**src/rtl/avg_fetch_decode.sv**
```systemverilog
// avg_fetch_decode
// Instruction fetch and decode engine for the Analog Vector Generator.
// Walks the display list in vector memory, assembles 1- or 2-word
// instructions, resolves JMP/JSR/RTS on an internal return stack and hands
// drawing/state instructions to the vector executor over valid/ready.
//
// Optional feature macro: AVG_DEC_STACK_CHECK_EN
//   defined   : JSR on a full stack or RTS on an empty stack raises the
//               sticky err flag and halts the engine.
//   undefined : the stack pointer wraps modulo STACK_DEPTH and err is 0.

module avg_fetch_decode #(
    parameter int ADDR_W      = 13,
    parameter int DELTA_W     = 13,
    parameter int STACK_DEPTH = 4
) (
    input  logic               clk,
    input  logic               rst_b,
    input  logic               go,
    input  logic [ADDR_W-1:0]  start_addr,
    output logic               mem_req,
    output logic [ADDR_W-1:0]  mem_addr,
    input  logic               mem_ack,
    input  logic [15:0]        mem_rdata,
    output logic               dec_valid,
    input  logic               dec_ready,
    output logic [2:0]         dec_op,
    output logic [DELTA_W-1:0] dec_dx,
    output logic [DELTA_W-1:0] dec_dy,
    output logic [3:0]         dec_z,
    output logic               dec_blank,
    output logic               dec_usez,
    output logic [2:0]         dec_color,
    output logic [7:0]         dec_lin,
    output logic [2:0]         dec_bin,
    output logic               dec_scal,
    output logic               busy,
    output logic               halted,
    output logic               err
);

    localparam int IDX_W = $clog2(STACK_DEPTH);
`ifdef AVG_DEC_STACK_CHECK_EN
    // One extra bit so the pointer can represent a completely full stack.
    localparam int SP_W = IDX_W + 1;
`else
    localparam int SP_W = IDX_W;
`endif

    localparam logic [2:0] ST_IDLE   = 3'd0;
    localparam logic [2:0] ST_FETCH0 = 3'd1;
    localparam logic [2:0] ST_FETCH1 = 3'd2;
    localparam logic [2:0] ST_ISSUE  = 3'd3;
    localparam logic [2:0] ST_HALTED = 3'd4;

    localparam logic [2:0] OP_VCTR = 3'd0;
    localparam logic [2:0] OP_HALT = 3'd1;
    localparam logic [2:0] OP_SVEC = 3'd2;
    localparam logic [2:0] OP_STAT = 3'd3;
    localparam logic [2:0] OP_CNTR = 3'd4;
    localparam logic [2:0] OP_JSR  = 3'd5;
    localparam logic [2:0] OP_RTS  = 3'd6;
    localparam logic [2:0] OP_JMP  = 3'd7;

    logic [2:0]        state;
    logic [ADDR_W-1:0] pc;
    logic [ADDR_W-1:0] pc_inc;
    logic [SP_W-1:0]   sp;
    logic [SP_W-1:0]   sp_inc;
    logic [SP_W-1:0]   sp_dec;
    logic [12:0]       dy_hold;
    logic [ADDR_W-1:0] stack [STACK_DEPTH];

    logic [2:0]        op_word;
    logic [ADDR_W-1:0] jump_target;
    logic              stack_fault;
    logic              push;

    logic [DELTA_W-1:0] nx_dx;
    logic [DELTA_W-1:0] nx_dy;
    logic [3:0]         nx_z;
    logic               nx_blank;
    logic               nx_usez;
    logic [2:0]         nx_color;
    logic [7:0]         nx_lin;
    logic [2:0]         nx_bin;
    logic               nx_scal;
    logic [2:0]         z3;
    logic               use_z3;

    function automatic logic [DELTA_W-1:0] sext13(input logic [12:0] v);
        return DELTA_W'(signed'(v));
    endfunction

    function automatic logic [DELTA_W-1:0] sext5x2(input logic [4:0] v);
        logic [DELTA_W-1:0] t;
        t = DELTA_W'(signed'(v));
        return t << 1;
    endfunction

    assign op_word = mem_rdata[15:13];
    assign pc_inc  = pc + 1'b1;
    assign sp_inc  = sp + 1'b1;
    assign sp_dec  = sp - 1'b1;
    assign busy    = (state == ST_FETCH0) || (state == ST_FETCH1) || (state == ST_ISSUE);
    assign halted  = (state == ST_HALTED);

    generate
        if (ADDR_W > 13) begin : g_wide_target
            assign jump_target = {{(ADDR_W-13){1'b0}}, mem_rdata[12:0]};
        end else begin : g_narrow_target
            assign jump_target = mem_rdata[ADDR_W-1:0];
        end
    endgenerate

`ifdef AVG_DEC_STACK_CHECK_EN
    logic err_q;
    assign err = err_q;
    assign stack_fault = ((op_word == OP_JSR) && (sp == SP_W'(STACK_DEPTH))) ||
                         ((op_word == OP_RTS) && (sp == '0));
`else
    assign err = 1'b0;
    assign stack_fault = 1'b0;
`endif

    assign push = (state == ST_FETCH0) && mem_ack && (op_word == OP_JSR) && !stack_fault;

    // Decode the word(s) arriving from memory into next executor fields.
    always_comb begin
        nx_dx    = dec_dx;
        nx_dy    = dec_dy;
        nx_z     = dec_z;
        nx_blank = dec_blank;
        nx_usez  = dec_usez;
        nx_color = dec_color;
        nx_lin   = dec_lin;
        nx_bin   = dec_bin;
        nx_scal  = dec_scal;
        z3       = 3'd0;
        use_z3   = 1'b0;
        if (state == ST_FETCH1) begin
            nx_dy  = sext13(dy_hold);
            nx_dx  = sext13(mem_rdata[12:0]);
            z3     = mem_rdata[15:13];
            use_z3 = 1'b1;
        end else begin
            case (op_word)
                OP_SVEC: begin
                    nx_dy  = sext5x2(mem_rdata[12:8]);
                    nx_dx  = sext5x2(mem_rdata[4:0]);
                    z3     = mem_rdata[7:5];
                    use_z3 = 1'b1;
                end
                OP_STAT: begin
                    if (mem_rdata[12]) begin
                        nx_scal = 1'b1;
                        nx_bin  = mem_rdata[10:8];
                        nx_lin  = mem_rdata[7:0];
                    end else begin
                        nx_scal  = 1'b0;
                        nx_z     = mem_rdata[7:4];
                        nx_color = mem_rdata[2:0];
                    end
                end
                default: begin
                end
            endcase
        end
        if (use_z3) begin
            nx_blank = (z3 == 3'd0);
            nx_usez  = (z3 == 3'd1);
            nx_z     = (z3 >= 3'd2) ? {z3, 1'b0} : 4'd0;
        end
    end

    // Return stack storage; written on every accepted JSR.
    always_ff @(posedge clk) begin
        if (push) begin
            stack[sp[IDX_W-1:0]] <= pc_inc;
        end
    end

    // Sequencer: fetch, resolve control flow, issue and halt.
    always_ff @(posedge clk) begin
        if (!rst_b) begin
            state     <= ST_IDLE;
            pc        <= '0;
            sp        <= '0;
            dy_hold   <= '0;
            mem_req   <= 1'b0;
            mem_addr  <= '0;
            dec_valid <= 1'b0;
            dec_op    <= 3'd0;
            dec_dx    <= '0;
            dec_dy    <= '0;
            dec_z     <= 4'd0;
            dec_blank <= 1'b0;
            dec_usez  <= 1'b0;
            dec_color <= 3'b010;
            dec_lin   <= 8'd0;
            dec_bin   <= 3'd0;
            dec_scal  <= 1'b0;
`ifdef AVG_DEC_STACK_CHECK_EN
            err_q     <= 1'b0;
`endif
        end else begin
            case (state)
                ST_IDLE, ST_HALTED: begin
                    if (go) begin
                        state    <= ST_FETCH0;
                        pc       <= start_addr;
                        sp       <= '0;
                        mem_req  <= 1'b1;
                        mem_addr <= start_addr;
`ifdef AVG_DEC_STACK_CHECK_EN
                        err_q    <= 1'b0;
`endif
                    end
                end
                ST_FETCH0: begin
                    if (mem_ack) begin
                        case (op_word)
                            OP_VCTR: begin
                                state    <= ST_FETCH1;
                                dy_hold  <= mem_rdata[12:0];
                                pc       <= pc_inc;
                                mem_addr <= pc_inc;
                            end
                            OP_JMP: begin
                                pc       <= jump_target;
                                mem_addr <= jump_target;
                            end
                            OP_JSR, OP_RTS: begin
                                if (stack_fault) begin
                                    state   <= ST_HALTED;
                                    mem_req <= 1'b0;
`ifdef AVG_DEC_STACK_CHECK_EN
                                    err_q   <= 1'b1;
`endif
                                end else if (op_word == OP_JSR) begin
                                    sp       <= sp_inc;
                                    pc       <= jump_target;
                                    mem_addr <= jump_target;
                                end else begin
                                    sp       <= sp_dec;
                                    pc       <= stack[sp_dec[IDX_W-1:0]];
                                    mem_addr <= stack[sp_dec[IDX_W-1:0]];
                                end
                            end
                            default: begin
                                state     <= ST_ISSUE;
                                mem_req   <= 1'b0;
                                pc        <= pc_inc;
                                dec_valid <= 1'b1;
                                dec_op    <= op_word;
                                dec_dx    <= nx_dx;
                                dec_dy    <= nx_dy;
                                dec_z     <= nx_z;
                                dec_blank <= nx_blank;
                                dec_usez  <= nx_usez;
                                dec_color <= nx_color;
                                dec_lin   <= nx_lin;
                                dec_bin   <= nx_bin;
                                dec_scal  <= nx_scal;
                            end
                        endcase
                    end
                end
                ST_FETCH1: begin
                    if (mem_ack) begin
                        state     <= ST_ISSUE;
                        mem_req   <= 1'b0;
                        pc        <= pc_inc;
                        dec_valid <= 1'b1;
                        dec_op    <= OP_VCTR;
                        dec_dx    <= nx_dx;
                        dec_dy    <= nx_dy;
                        dec_z     <= nx_z;
                        dec_blank <= nx_blank;
                        dec_usez  <= nx_usez;
                    end
                end
                ST_ISSUE: begin
                    if (dec_ready) begin
                        dec_valid <= 1'b0;
                        if (dec_op == OP_HALT) begin
                            state <= ST_HALTED;
                        end else begin
                            state    <= ST_FETCH0;
                            mem_req  <= 1'b1;
                            mem_addr <= pc;
                        end
                    end
                end
                default: begin
                    state   <= ST_IDLE;
                    mem_req <= 1'b0;
                end
            endcase
        end
    end

endmodule

```
**config.mk**
```make
export PLATFORM = sky130hd
export DESIGN_NAME = avg_fetch_decode
export DESIGN_NICKNAME = d
export VERILOG_FILES = /design/src/rtl/avg_fetch_decode.sv
export SDC_FILE = /design/constraint.sdc
export NUM_CORES = 1
export LEC_CHECK = 0
export CORE_MARGIN = 1.5
export CORE_UTILIZATION = 40
export DETAILED_ROUTE_END_ITERATION = 7
export GPL_TIMING_DRIVEN = 0
export PLACE_DENSITY = 0.7
export SLEW_MARGIN = 20
export SYNTH_ARGS = -nofsm -noshare
export SYNTH_HDL_FRONTEND = slang
export SYNTH_SLANG_ARGS = --single-unit
```
**constraint.sdc**
```tcl
create_clock -name clk -period 2.4 [get_ports clk]
set_input_delay 0.48 -clock clk [delete_from_list [all_inputs] [get_ports clk]]
set_output_delay 0.48 -clock clk [all_outputs]
set_load 0.1 [all_outputs]
```
# Yosys cells after proc, flatten, opt, wreduce, memory -nomap -nowiden
# Memory sizes are Yosys's and may differ from the RTL's.
# Index checks and enable logic that the tools add are counted.
op_classes:
  muxes: 77
  n_addsub: 3
  n_eq_ne: 20
  reduce_logical: 27
  magnitude_cmp: 1
  n_bitwise: 3
ops:
  columns: ["operator", "count"]
  rows:
  - ["$mux 13", 17]
  - ["$pmux 13 s3", 3]
  - ["$pmux 13 s2", 3]
  - ["$mux 4", 8]
  - ["$mux 3", 10]
  - ["$reduce_and 6->1", 4]
  - ["$mux 1", 23]
  - ["$reduce_and 5->1", 3]
  - ["$ne 2x2->1 const B", 7]
  - ["$add 13x1->13 const B", 1]
  - ["$eq 3x2->1 const B", 4]
  - ["$eq 3x3->1 const B", 4]
  - ["$pmux 3 s2", 2]
  - ["$pmux 3 s4", 1]
  - ["$reduce_and 4->1", 3]
  - ["$eq 3x1->1 const B", 3]
  - ["$logic_not 3->1", 3]
  - ["$reduce_bool 3->1", 3]
  - ["$mux 2", 4]
  - ["$pmux 4 s2", 1]
  - ["$ne 4x1->1 const B", 1]
  - ["$pmux 1 s2", 2]
  - ["$pmux 1 s4", 1]
  - ["$pmux 2 s2", 1]
  - ["13 further kinds", 19]
totals:
  inputBits: 34
  ff_bits: 96
  word_cells: 149
  mem_count: 1
  output_inout_bits: 68
  ramBits: 52
mem_list:
  columns: ["memory", "words", "word_bits", "read_ports", "rd_clocked_by_memory_dff", "write_ports", "line", "rtl"]
  rows:
  - ["stack", 4, 13, 1, 0, 1, "72", "logic [ADDR_W-1:0] stack [STACK_DEPTH];"]

# Logic depth before layout (Yosys ltp)
# Gate-level depths: netlist of the first run.
depth:
  word_depth: 9
  ltp_mapped: 9
  mapped_depth_nobuf: 7

# Worst setup path after synthesis of the first run
# No wires, ideal clock.
synth_path:
  path_type: "register to output"
  start: "register state[1]"
  end: "output busy"
  required_ns: 1.920
  stages_incl_launch_ff: 6
  n_path_buf: 3
  path_slack_ns: -0.257
  t_arrival_ns: 2.177
  path_cell_list: "dfxtp_1 buf_4 buf_6 clkbuf_1 nor2_1 nor2_1"
synth_between:
  elab_chain_cells: 3
  word_cells_on_any_way: 5
  classes_between: "3 x eq/ne; 2 x reduce/logical"
synth_rtl:
  columns: ["element", "line", "rtl"]
  rows:
  - ["start, declared", "65", "logic [2:0] state;"]
  - ["start signal, assigned", "186", "state <= ST_IDLE;"]
  - ["start signal, assigned", "210", "state <= ST_FETCH0;"]
  - ["start signal, assigned", "224", "state <= ST_FETCH1;"]
  - ["$eq 3x1->1 or $eq 3x2->1 (tied branches)", "105", "assign busy = (state == ST_FETCH0) || (state == ST_FETCH1) || (state == ST_ISSUE);"]
  - ["$logic_or 1x1->1", "105", null]
  - ["$logic_or 1x1->1 *", "105", null]
  - ["end, declared", "37", "output logic busy,"]
# Mark *: on every way between the ends. The rest lies on a longest branch, timed or not.

# Worst setup path in the final report of the first run
layout_path:
  start: "register state[1]"
  end: "output halted"
layout_between:
  elab_chain_cells: 1
layout_rtl:
  columns: ["element", "line", "rtl"]
  rows:
  - ["$eq 3x3->1", "106", "assign halted = (state == ST_HALTED);"]
  - ["end, declared", "38", "output logic halted,"]
# Every way passes these cells.

==> metrics, run 1 <==
fraction of layout instances using a drive strength above 1=a little over an eighth; Seq/Total Area, Yosys=between 40% and 50%; number of synthesized flops with an enable pin=between 50 and 60; most frequent cells in the layout=dfxtp_1, nor2_1, nand2_1, edfxtp_1, o21ai_0; WL final=21600 um; Initial Utilization=roughly two fifths; Sw Ratio=between 30% and 40%; syn nets=around 750; Final HPWL DP=between 15000 and 20000 um; Worst path slowest cell=dfxtp_1; DRC violations left=0; clock buffer depth=2; CP max FO=10; Setup Crit Path Kind=reg -> out; Max VDD drop=roughly 650 uV; Clk Latency, worst-skew pair=between 400 and 500 ps; post-synth top area share=around 27%; library cells used by synthesis=between 60 and 70; CTS HTree Levels=4; hold crit path type=in -> reg; P&R area growth vs syn=28.2%; Top delay family on crit path=buffers and inverters; relative slew slack=33.5%; CP required=~1900 ps; grt ovf=0; Die X=around 140 um; Pleak=4.10 nW; vias in the first global route=5945; # hold bufs at CTS=0; Final Hold Slack=428 ps; Gate power share=between 30% and 40%; commonest non-fill, non-tap cell in the layout=dfxtp_1; full die area=between 0.015 and 0.02 mm2; fmax=435 MHz; antenna violations before repair=0; setup TNS=0 ps; PortBufs=between 90 and 100; Int Pwr=around 0.0052 W; Psw=approximately 0.0032 W; measured slew at the worst slew-check pin=between 900 and 1000 ps; core area=0.0173 mm2; Max Cap Viol=0; DR pass1 iterations=5; power per cell area=between 900 and 1000 mW/mm2; Final ANT Viol Nets=0; crit path capture type=output pin; WP data arrival=about 1800 ps; Placer Congestion=0.947; CTS tree=yes; Yosys top cell by area=dfxtp_1; largest net degree at the start of global routing=17; post-layout net count=between 800 and 900; sequential share of power=36.0%; drt wl/cell=approximately 20 um; Final Max Slew Viols=0; num rows=48; final setup fails=0; num ports=~100; Yosys warnings=0; Initial DRC Count=approximately 630; global-route wire length before repair=roughly 33000 um; routed vias=between 6000 and 7000; Period minus WS final=roughly 2300 ps; Yosys reg bits=roughly 150; ys async rst share=0%; Clk pwr share=32.8%; Final period util=roughly 96%; RSZ-0062 raised after global routing=no; Hold Fails Final Rpt=0; # clock sinks=around 150; status=finished, final reports clean; CP Buf/Inv Count=4; vias per inst=5.78; die height=approximately 140 um; CTS buffer count=17; element type at the critical path start=flip-flop; clk slew on worst S/H paths=60 ps; max incr delay on CP=roughly 300 ps; most frequent CP cell=buf_6; Post-Syn Instances=about 720; # diodes=0; GRT Util Overall=between 20% and 30%; Clock Skew=about 6.8 ps; Area contributors post-synth=dfxtp_1, edfxtp_1, mux2i_1, nor2_1, o21ai_0; ys flop type=dfxtp_1; Root Driver=clkbuf_16; post-synthesis cell area=between 0.007 and 0.008 mm2; Fillers=between 1500 and 2000; worst path cell trace=buf_4, buf_6, clkbuf_2, nor2_4, and2_1, buf_6; mean post-synth cell area=9.89 um2
## area by class of cell
class                           instances  area (um2)  area share, %
Clock inverter                         14         180           1.99
Inverter                               15        56.3          0.621
Tap cell                              225         282           3.11
Clock buffer                           18         429           4.74
Sequential cell                       148        3490           38.5
Timing Repair Buffer                   96        1030           11.3
Buffer                                 59         332           3.66
Multi-Input combinational cell        493        3270           36.1
## logic make-up (layout without fill, tap and decap cells)
group / after synthesis / in the layout / share of synthesized area (%)
and+or+nand+nor: 233 / 233 / 16.6
AOI/OAI and AO/OA: 194 / 194 / 18.5
DFF: 148 / 148 / 49.3
buffers and inverters: 74 / 202 / 5.15
muxes: 46 / 46 / 7.77
xor gates and xnor gates: 14 / 14 / 1.73
adders and majority gates: 5 / 5 / 0.885
other: 1 / 1 / 0.0530
## metal layers
metal	wire length, um	vias up	global-route usage (%)
met3	1900	42	7.35
li1	-	2858	-
met2	10100	302	37.6
met1	9070	2976	30.7
met4	512	0	9.40
met5	0	-	0
## worst min-delay path, delay by kind of cell
family                 cells  cell delay (ps)
buffers and inverters      1              160
AO/OA/AOI/OAI              1               70
AND/OR/NAND/NOR            1              100
## path summary, 6_finish.rpt
check	start	to	slack, ps	cells after the start
worst max-delay path	state[1]	halted	100	6
worst min-delay path	mem_ack	dec_dy[0]	430	3
worst max register to register	sp[0]	mem_addr[9]	130	9
worst min register to register	dec_scal	dec_scal	460	2
## metrics by stage
stage | area (um2) | total power, W | instances | utilization (%) | setup slack [ps]
after global placement | 8300 | 0.00561 | 1035 | 48.0 | -603
after CTS | 8920 | 0.00833 | 1067 | 51.5 | 0.882
final | 9060 | 0.00839 | 1068 | 52.4 | 104
after floorplan | 7070 | 0.00490 | 715 | - | 66.9
after global routing | 9060 | 0.00868 | 1068 | 52.4 | 9.10
after detailed placement | 8300 | 0.00562 | 1035 | 48.0 | -549
## power groups by stage
stage	clock, W	combinational, W	sequential [W]
detailed placement	0	0.00256	0.00306
global placement	0	0.00255	0.00306
floorplan	0	0.00117	0.00373
global route	0.00288	0.00276	0.00304
CTS	0.00276	0.00256	0.00301
finish	0.00275	0.00262	0.00302
## Yosys cell counts (all sizes together) (8+ instances only)
cell,instances
a311oi,19
nand2,65
nor2,77
a31oi,22
a21oi,38
o221a,9
inv,15
dfxtp,96
o21ai,52
a22oi,8
mux2i,38
nand3,18
clkbuf,25
a211oi,13
nand2b,8
edfxtp,52
buf,34
nor2b,10
xnor2,8
## repair_timing
action,in CTS,in global routing
pin swaps,0,1
resized for setup,53,50
cloned,0,0
setup endpoints to repair,105,63
buffers inserted,0,1
## registers in the layout (all words and copies together), names as in the netlist, 2 cells and up
name / flops
dec_op: 3
dec_z: 4
dec_color: 3
dec_bin: 3
dec_lin: 8
dec_dy: 13
dec_dx: 13
stack: 52
dy_hold: 13
state: 3
mem_addr: 13
pc: 13
sp: 2
No activity file was read; power rests on OpenSTA's default activity.
==> run 2, diff against run 1 <==
--- a/config.mk
+++ b/config.mk
@@ -10,6 +10,7 @@
 export DETAILED_ROUTE_END_ITERATION = 7
 export GPL_TIMING_DRIVEN = 0
 export PLACE_DENSITY = 0.7
+export SKIP_LAST_GASP = 1
 export SLEW_MARGIN = 20
 export SYNTH_ARGS = -nofsm -noshare
 export SYNTH_HDL_FRONTEND = slang
==> run 2 against run 1 <==
  * Via count rose by 0.34%
  * Non-clock buffer count is the same
  * Count of clock-buffer cells in the layout stayed put
  * Sequential share of layout area unchanged
  * Setup slack lost 12 ps
  * Clock skew is essentially flat
  * Cell area unchanged
  * Critical path type unchanged
  * Largest power group unchanged
==> metrics, run 2 (synthesis results as in run 1) <==
CTS tree=yes; Placer Congestion=0.947 (unchanged); Sw Ratio=37.5% (about the same); CTS HTree Levels=4 (unchanged); Clock Skew=7.08 ps (+0.284 ps); crit path capture type=output pin; grt ovf=0 (unchanged); Final Max Slew Viols=0 (unchanged); Gate power share=31.2% (about the same); global-route wire length before repair=33000 um (unchanged); fmax=433 MHz (-0.50%); Initial DRC Count=625 (unchanged); drt wl/cell=20.2 um (about the same); routed vias=6199 (+0.34%); CTS buffer count=17 (unchanged); R2R Path Start=sp[0]; Initial Utilization=40.9% (unchanged); post-layout net count=869 (unchanged); Setup Crit Path Kind=reg -> out; largest net degree at the start of global routing=17 (unchanged); core area=0.0173 mm2 (unchanged); # diodes=0 (unchanged); clk slew on worst S/H paths=60 ps (about the same); commonest non-fill, non-tap cell in the layout=dfxtp_1; status=finished, final reports clean; Clk Latency, worst-skew pair=440 ps (about the same); HP Start=mem_ack; element type at the critical path start=flip-flop; die height=136 um (unchanged); Final period util=96.2% (+0.48 points); GRT Util Overall=23.9% (unchanged); Psw=0.00315 W (about the same); DR pass1 iterations=5 (unchanged); fraction of layout instances using a drive strength above 1=13.4% (unchanged); DRC violations left=0 (unchanged); Hold Fails Final Rpt=0 (unchanged); num rows=48 (unchanged); measured slew at the worst slew-check pin=996 ps (+0.0537 ps); Root Driver=clkbuf_16; Clk pwr share=32.8% (about the same); WP data arrival=1830 ps (about the same); hold crit path type=in -> reg; Max Cap Viol=0 (unchanged); relative slew slack=33.5% (about the same); Max VDD drop=648 uV (about the same); Fillers=1561 (unchanged); Die X=136 um (unchanged); Pleak=4.10 nW (about the same); full die area=0.0185 mm2 (unchanged); num ports=102 (unchanged); setup TNS=0 ps (unchanged); sequential share of power=36.0% (about the same); Period minus WS final=2310 ps (+11.6 ps); most frequent cells in the layout=dfxtp_1, nor2_1, nand2_1, edfxtp_1, o21ai_0; clock buffer depth=2 (unchanged); P&R area growth vs syn=28.2% (unchanged); # clock sinks=148 (unchanged); Final ANT Viol Nets=0 (unchanged); power per cell area=926 mW/mm2 (about the same); PortBufs=95 (unchanged); Final HPWL DP=15400 um (unchanged); CP max FO=10 (unchanged); max reg flops=52 (unchanged); vias in the first global route=5945 (unchanged); vias per inst=5.80 (+0.34%); Total Power=0.00839 W (about the same); final setup fails=0 (unchanged); WL final=21600 um (about the same); Int Pwr=0.00524 W (about the same); CP required=1920 ps (about the same); CP Launch Point=state[1]; antenna violations before repair=0 (unchanged)
## run 2: cell count changes in the layout (fill, tap and decap cells not counted)
cell / previous run / this run
buf_4: 6 / 5
clkbuf_4: 1 / 2
## run 2: timing repair
item | in CTS | in global routing
buffers inserted | 0 | 1
endpoints found under the hold margin | 0 | 0
gates resized for setup | 52 | 51
endpoints found under the setup margin | 105 | 63
hold buffers | 0 | 0
pin swaps | 0 | 1
## run 2: critical path, stage by stage, from the launching register on
cell and delay (ps):
dfxtp_1 310, buf_4 150, buf_6 160, clkbuf_2 300, nor2_4 70, nor2_2 80, clkbuf_4 330
## run 2: worst paths after layout
| check | end | slack [ps] | cells past startpoint |
|---|---|---|---|
| setup / recovery | busy | 90 | 6 |
| hold / removal | dec_dy[0] | 430 | 3 |
| setup reg to reg | mem_addr[9] | 130 | 9 |
| hold reg to reg | dec_scal | 460 | 2 |
## run 2: metal layers
| layer | track usage [%] | wire length (um) |
|---|---|---|
| met5 | 0 | 0 |
| met3 | 7.35 | 1910 |
| met1 | 30.7 | 9030 |
| met4 | 9.40 | 533 |
| met2 | 37.6 | 10100 |
## run 2: metrics by stage
step | worst slack (ps) | hold slack, ps | area [um2] | util, % | cells
2_1_floorplan | 66.9 | 452 | 7070 | - | 715
3_3_place_gp | -603 | 456 | 8300 | 48.0 | 1035
3_5_place_dp | -549 | 458 | 8300 | 48.0 | 1035
4_1_cts | -42.3 | 414 | 8910 | 51.5 | 1067
5_1_grt | -1.84 | 426 | 9060 | 52.4 | 1068
6_report | 92.1 | 427 | 9060 | 52.4 | 1068
## run 2: layout make-up
class,instances,area (um2),share of cell area (%)
inverter,15,56.3,0.621
clock buffer,18,429,4.74
sequential,148,3490,38.5
buffer,59,332,3.66
clock inverter,14,180,1.99
timing repair buffer,96,1030,11.3
multi-input combinational,493,3270,36.1
tap,225,282,3.11
## run 2: power by group through the flow
stage / sequential, W / combinational [W] / clock (W)
after global routing: 0.00304 / 0.00276 / 0.00288
final: 0.00302 / 0.00262 / 0.00275
after CTS: 0.00301 / 0.00256 / 0.00276
after floorplan: 0.00373 / 0.00117 / 0
after detailed placement: 0.00306 / 0.00256 / 0
after global placement: 0.00306 / 0.00255 / 0
